--- src/rtl/alu_pkg.sv ---
// Shared opcode encoding and flag-update policy for the datapath ALU.
package alu_pkg;

   typedef enum logic [2:0] {
      OP_MOV = 3'b000,
      OP_CMP = 3'b001,
      OP_ADD = 3'b010,
      OP_SUB = 3'b011,
      OP_NEG = 3'b100,
      OP_SHF = 3'b101,
      OP_LOG = 3'b110,
      OP_RSV = 3'b111
   } aluop_t;

   localparam int unsigned DATA_W = 8;

   // Only arithmetic ops update the branch flags.
   function automatic logic sets_flags(input aluop_t op);
      logic hit;
      hit = 1'b0;
      case (op)
         OP_CMP, OP_ADD, OP_SUB, OP_NEG: hit = 1'b1;
         default:                        hit = 1'b0;
      endcase
      return hit;
   endfunction

endpackage

--- src/rtl/alu_shifter.sv ---
// Logical shifter, zero fill; the full 8-bit amount is honoured, so >= 8 gives 0.
module alu_shifter
   import alu_pkg::*;
(
   input  logic [DATA_W-1:0] data_i,
   input  logic [DATA_W-1:0] amt_i,
   input  logic              lsr_i,
   output logic [DATA_W-1:0] shf_o
);

   always_comb begin
      shf_o = '0;
      if (amt_i[7:3] == 5'd0) begin
         if (lsr_i) shf_o = data_i >> amt_i[2:0];
         else       shf_o = data_i << amt_i[2:0];
      end
   end

endmodule

--- src/rtl/alu.sv ---
// 8-bit datapath ALU: combinational result with Zero/Neg, plus a flag pair
// registered from arithmetic ops for later conditional branches.
module alu
   import alu_pkg::*;
(
   input  logic       clk,
   input  logic       rst_n,
   input  logic [2:0] Aluop,
   input  logic [7:0] DatA,
   input  logic [7:0] DatB,
   input  logic       LSL_sel,
   input  logic       ORR_sel,
   output logic [7:0] Rslt,
   output logic       Zero,
   output logic       Neg,
   output logic       ZeroFlag,
   output logic       NegFlag
);

   aluop_t     op;
   logic [7:0] shf_val;
   logic [7:0] rslt_d;
   logic       zero_flag_q, zero_flag_d;
   logic       neg_flag_q,  neg_flag_d;

   assign op = aluop_t'(Aluop);

   alu_shifter u_shifter (
      .data_i (DatA),
      .amt_i  (DatB),
      .lsr_i  (LSL_sel),
      .shf_o  (shf_val)
   );

   always_comb begin
      rslt_d = 8'h00;
      case (op)
         OP_MOV:  rslt_d = DatB;
         OP_CMP:  rslt_d = DatA - DatB;
         OP_ADD:  rslt_d = DatA + DatB;
         OP_SUB:  rslt_d = DatA - DatB;
         OP_NEG:  rslt_d = 8'h00 - DatA;
         OP_SHF:  rslt_d = shf_val;
         OP_LOG:  rslt_d = ORR_sel ? (DatA | DatB) : (DatA & DatB);
         default: rslt_d = 8'h00;
      endcase
   end

   assign Rslt = rslt_d;
   assign Zero = (rslt_d == 8'h00);
   assign Neg  = rslt_d[7];

   always_comb begin
      zero_flag_d = zero_flag_q;
      neg_flag_d  = neg_flag_q;
      if (sets_flags(op)) begin
         zero_flag_d = Zero;
         neg_flag_d  = Neg;
      end
   end

   always_ff @(posedge clk or negedge rst_n) begin
      if (!rst_n) begin
         zero_flag_q <= 1'b0;
         neg_flag_q  <= 1'b0;
      end else begin
         zero_flag_q <= zero_flag_d;
         neg_flag_q  <= neg_flag_d;
      end
   end

   assign ZeroFlag = zero_flag_q;
   assign NegFlag  = neg_flag_q;

endmodule

--- config.mk ---
export PLATFORM = sky130hd
export DESIGN_NAME = alu
export DESIGN_NICKNAME = d
export VERILOG_FILES = /design/src/rtl/alu_pkg.sv /design/src/rtl/alu_shifter.sv /design/src/rtl/alu.sv
export SDC_FILE = /design/constraint.sdc
export NUM_CORES = 1
export LEC_CHECK = 0
export CAP_MARGIN = 20
export CORE_MARGIN = 5
export CORE_UTILIZATION = 45
export DETAILED_ROUTE_END_ITERATION = 10
export PLACE_DENSITY = 0.77
export SYNTH_ARGS = -nofsm -noshare
export SYNTH_HDL_FRONTEND = slang
export SYNTH_SLANG_ARGS = --single-unit
--- constraint.sdc ---
create_clock -name clk -period 10.25 [get_ports clk]
set_input_delay 2.05 -clock clk [delete_from_list [all_inputs] [get_ports clk]]
set_output_delay 2.05 -clock clk [all_outputs]
set_load 0.02 [all_outputs]
==> impl_metrics.tcl <==
set metrics [dict create \
    status "finished, final reports clean" \
    route.detailed.drc 0 \
    cp.arrival_ns 6.34 \
    antenna_found_initial 0 \
    yosysTopAreaCell "ha_1" \
    dpl.hpwl_um 4110 \
    cp_max_fo 18 \
    insertion_delay_ns 0.20 \
    finalCritPeriodShare_pct 81.8 \
    finalSetupTns_ns 0 \
    setup_viol 0 \
    yosysWarnings 0 \
    hold_path.class "register to register" \
    fin_util_pct 55.6 \
    skew_ns 0 \
    power-per-cell-area_mw_per_mm2 82.7 \
    synth_common_cells "nor2_1 (29), a21oi_1 (17), o21ai_0 (14)" \
    hold_buffers 0 \
    postLayoutCellArea_mm2 0.00205 \
    synth_ff_type "dfrtp_1" \
    yosysUniqueCellTypes 56 \
    post_cts_buffers 0 \
    numClockSinks 2 \
    die_height_um 72.0 \
    ant_nets 0 \
    synth_nets 278 \
    p_leak_nw 0.748 \
    drv_cap 0 \
    reg2reg_slack_ns 9.51 \
    synth_area_per_cell_um2 7.15 \
    crit_type "input pin to output port" \
    grt_pass1_vias 1808 \
    netlist_area_mm2 0.00173 \
    clk_pin_slew_ns 0.03 \
    vias 1934 \
    start_kind "input pin" \
    hold_path_depth 2 \
    synth.most_common_cell "nor2_1" \
    multi_input_area_mm2 0.00152 \
    place_area_mm2 0.00201 \
    worst_slew_pin_slew_ns 0.828 \
    hp-start "ZeroFlag" \
    fill_cells 376 \
    hold_viol_final 0 \
    cts_buffers 3 \
    grt_use_total_pct 20.3 \
    die_w_um 72.0 \
    reg2reg_to "NegFlag" \
    worst_setup_path_end_kind "output port" \
    final_nets 297 \
    antennaDiodeCount 0 \
    hold_path_end "ZeroFlag" \
    register_area_um2 50.0 \
    slew_headroom_pct 44.7 \
    grt_setup_unrepaired "false" \
    dr.pass1.iters 4 \
    ir_worst_vdd_uv 34.4 \
    synth_top_area_share_pct 8.68 \
    coreArea_mm2 0.00369 \
    grt_remaining_overflow 0 \
    gp_congestion 0.900 \
    synthArstFlopShare_pct 100 \
    htreeDepth 1 \
    drt-vias-per-instance 6.30 \
    drt_iter0_markers 137 \
    area_growth_pct 18.7 \
    synthTopCellsByArea "ha_1 (8.7%), xnor2_1 (6.6%), nor2_1 (6.3%), mux2_2 (5.9%), a21oi_1 (4.9%)" \
    rows 22 \
    grt_max_degree 26 \
    initial_utilization_pct 46.9 \
    grt_pass1_wl_um 8600 \
    synth_edf_count 0 \
    fp.dieArea_mm2 0.00518 \
    clock-root-buffer "clkbuf_8" \
    postCtsResizedCells 0 \
    routed_wl_um 5350 \
    io_buffers 34 \
    rr_worst_depth 1 \
    crit_required_ns 8.20 \
    layout-drive-gt1-share_pct 9.27 \
    wl_per_cell_um 17.4 \
    cts_max_path_buffers 2 \
    fmax_mhz 119 \
    io_pins 35 \
    period_needed_ns 8.39 \
    ys_ff_latch 2 \
    final-max-slew-violation-count 0 \
    reg2reg_from "NegFlag" \
    synthCells 242 \
    seq_area_frac_synth_pct 2.89 \
    cts_tree "yes" \
]
cell families after synthesis:
group / after synthesis / share of synthesized area (%)
xor+xnor: 13 / 6.58
compound gates: 69 / 26.9
simple gates: 91 / 29.0
buf+inv: 30 / 9.26
fa+ha+maj: 19 / 13.3
flops: 2 / 2.89
mux: 18 / 12.0
worst max-delay path by stage:
stage / startpoint / end / slack, ns
2_1_floorplan: DatB[0] / Zero / 3.33
3_3_place_gp: DatB[1] / Zero / 2.03
3_5_place_dp: DatB[0] / Zero / 1.94
4_1_cts: DatB[1] / Zero / 1.93
5_1_grt: DatB[1] / Zero / 1.66
6_report: DatB[1] / Zero / 1.86
report_power, final:
part | leakage, nW | internal, mW | switching, mW
combinational | 0.700 | 0.0586 | 0.0712
clock | 0.0216 | 0.0248 | 0.00531
sequential | 0.0264 | 0.00936 | 0.000579
worst max-delay path, cell delays in order:
cell	delay, ns
clkdlybuf4s50_1	0.87
clkinv_1	0.40
ha_1	0.37
mux2_2	0.30
fa_1	0.44
nand2b_1	0.18
a21oi_1	0.22
o31ai_1	0.11
or3_1	0.37
nand4bb_2	0.26
nor2_1	0.13
clkdlybuf4s50_1	0.62
layer usage:
metal / GRT usage (%) / up-vias / part of all wire (%)
li1: - / 942 / -
met2: 33.3 / 85 / 46
met3: 2.77 / 16 / 8.2
met5: 0 / - / 0
met4: 8.77 / 0 / 2.7
met1: 26.6 / 891 / 43
layout by cell type (no fill, tap or decap), types with 4 or more instances in the layout:
cell type	Yosys	layout
xnor2_1	13	13
a21oi_1	17	17
clkdlybuf4s50_1	0	34
mux2i_1	8	8
nand2_1	13	13
a211oi_1	4	4
nor4_1	4	4
maj3_1	6	6
o21ai_0	14	14
nand3_1	7	7
or3_1	4	4
ha_1	12	12
a31oi_1	4	4
nor3_1	5	5
inv_1	7	7
nand2b_1	7	7
mux2_2	9	9
nor2_1	29	29
a211o_1	4	4
o31ai_1	4	4
state kept, by name, summed over array words and instances, names as in the netlist:
name / cells
ZeroFlag: 1
NegFlag: 1
layout make-up:
type	count	share of cell area [%]
Tap cell	48	2.93
Clock buffer	3	2.01
Inverter	9	1.65
Timing Repair Buffer	35	17.0
Multi-Input combinational cell	210	74.0
Sequential cell	2	2.44
through the flow:
step	total power, mW	hold WS, ns	std cells	setup WS (ns)
2_1_floorplan	0.0979	0.601	242	3.33
3_3_place_gp	0.137	0.477	304	2.03
3_5_place_dp	0.138	0.471	304	1.94
4_1_cts	0.169	0.477	307	1.93
5_1_grt	0.182	0.513	307	1.66
6_report	0.170	0.474	307	1.86
Note: power is estimated with default switching activity, not from simulation.
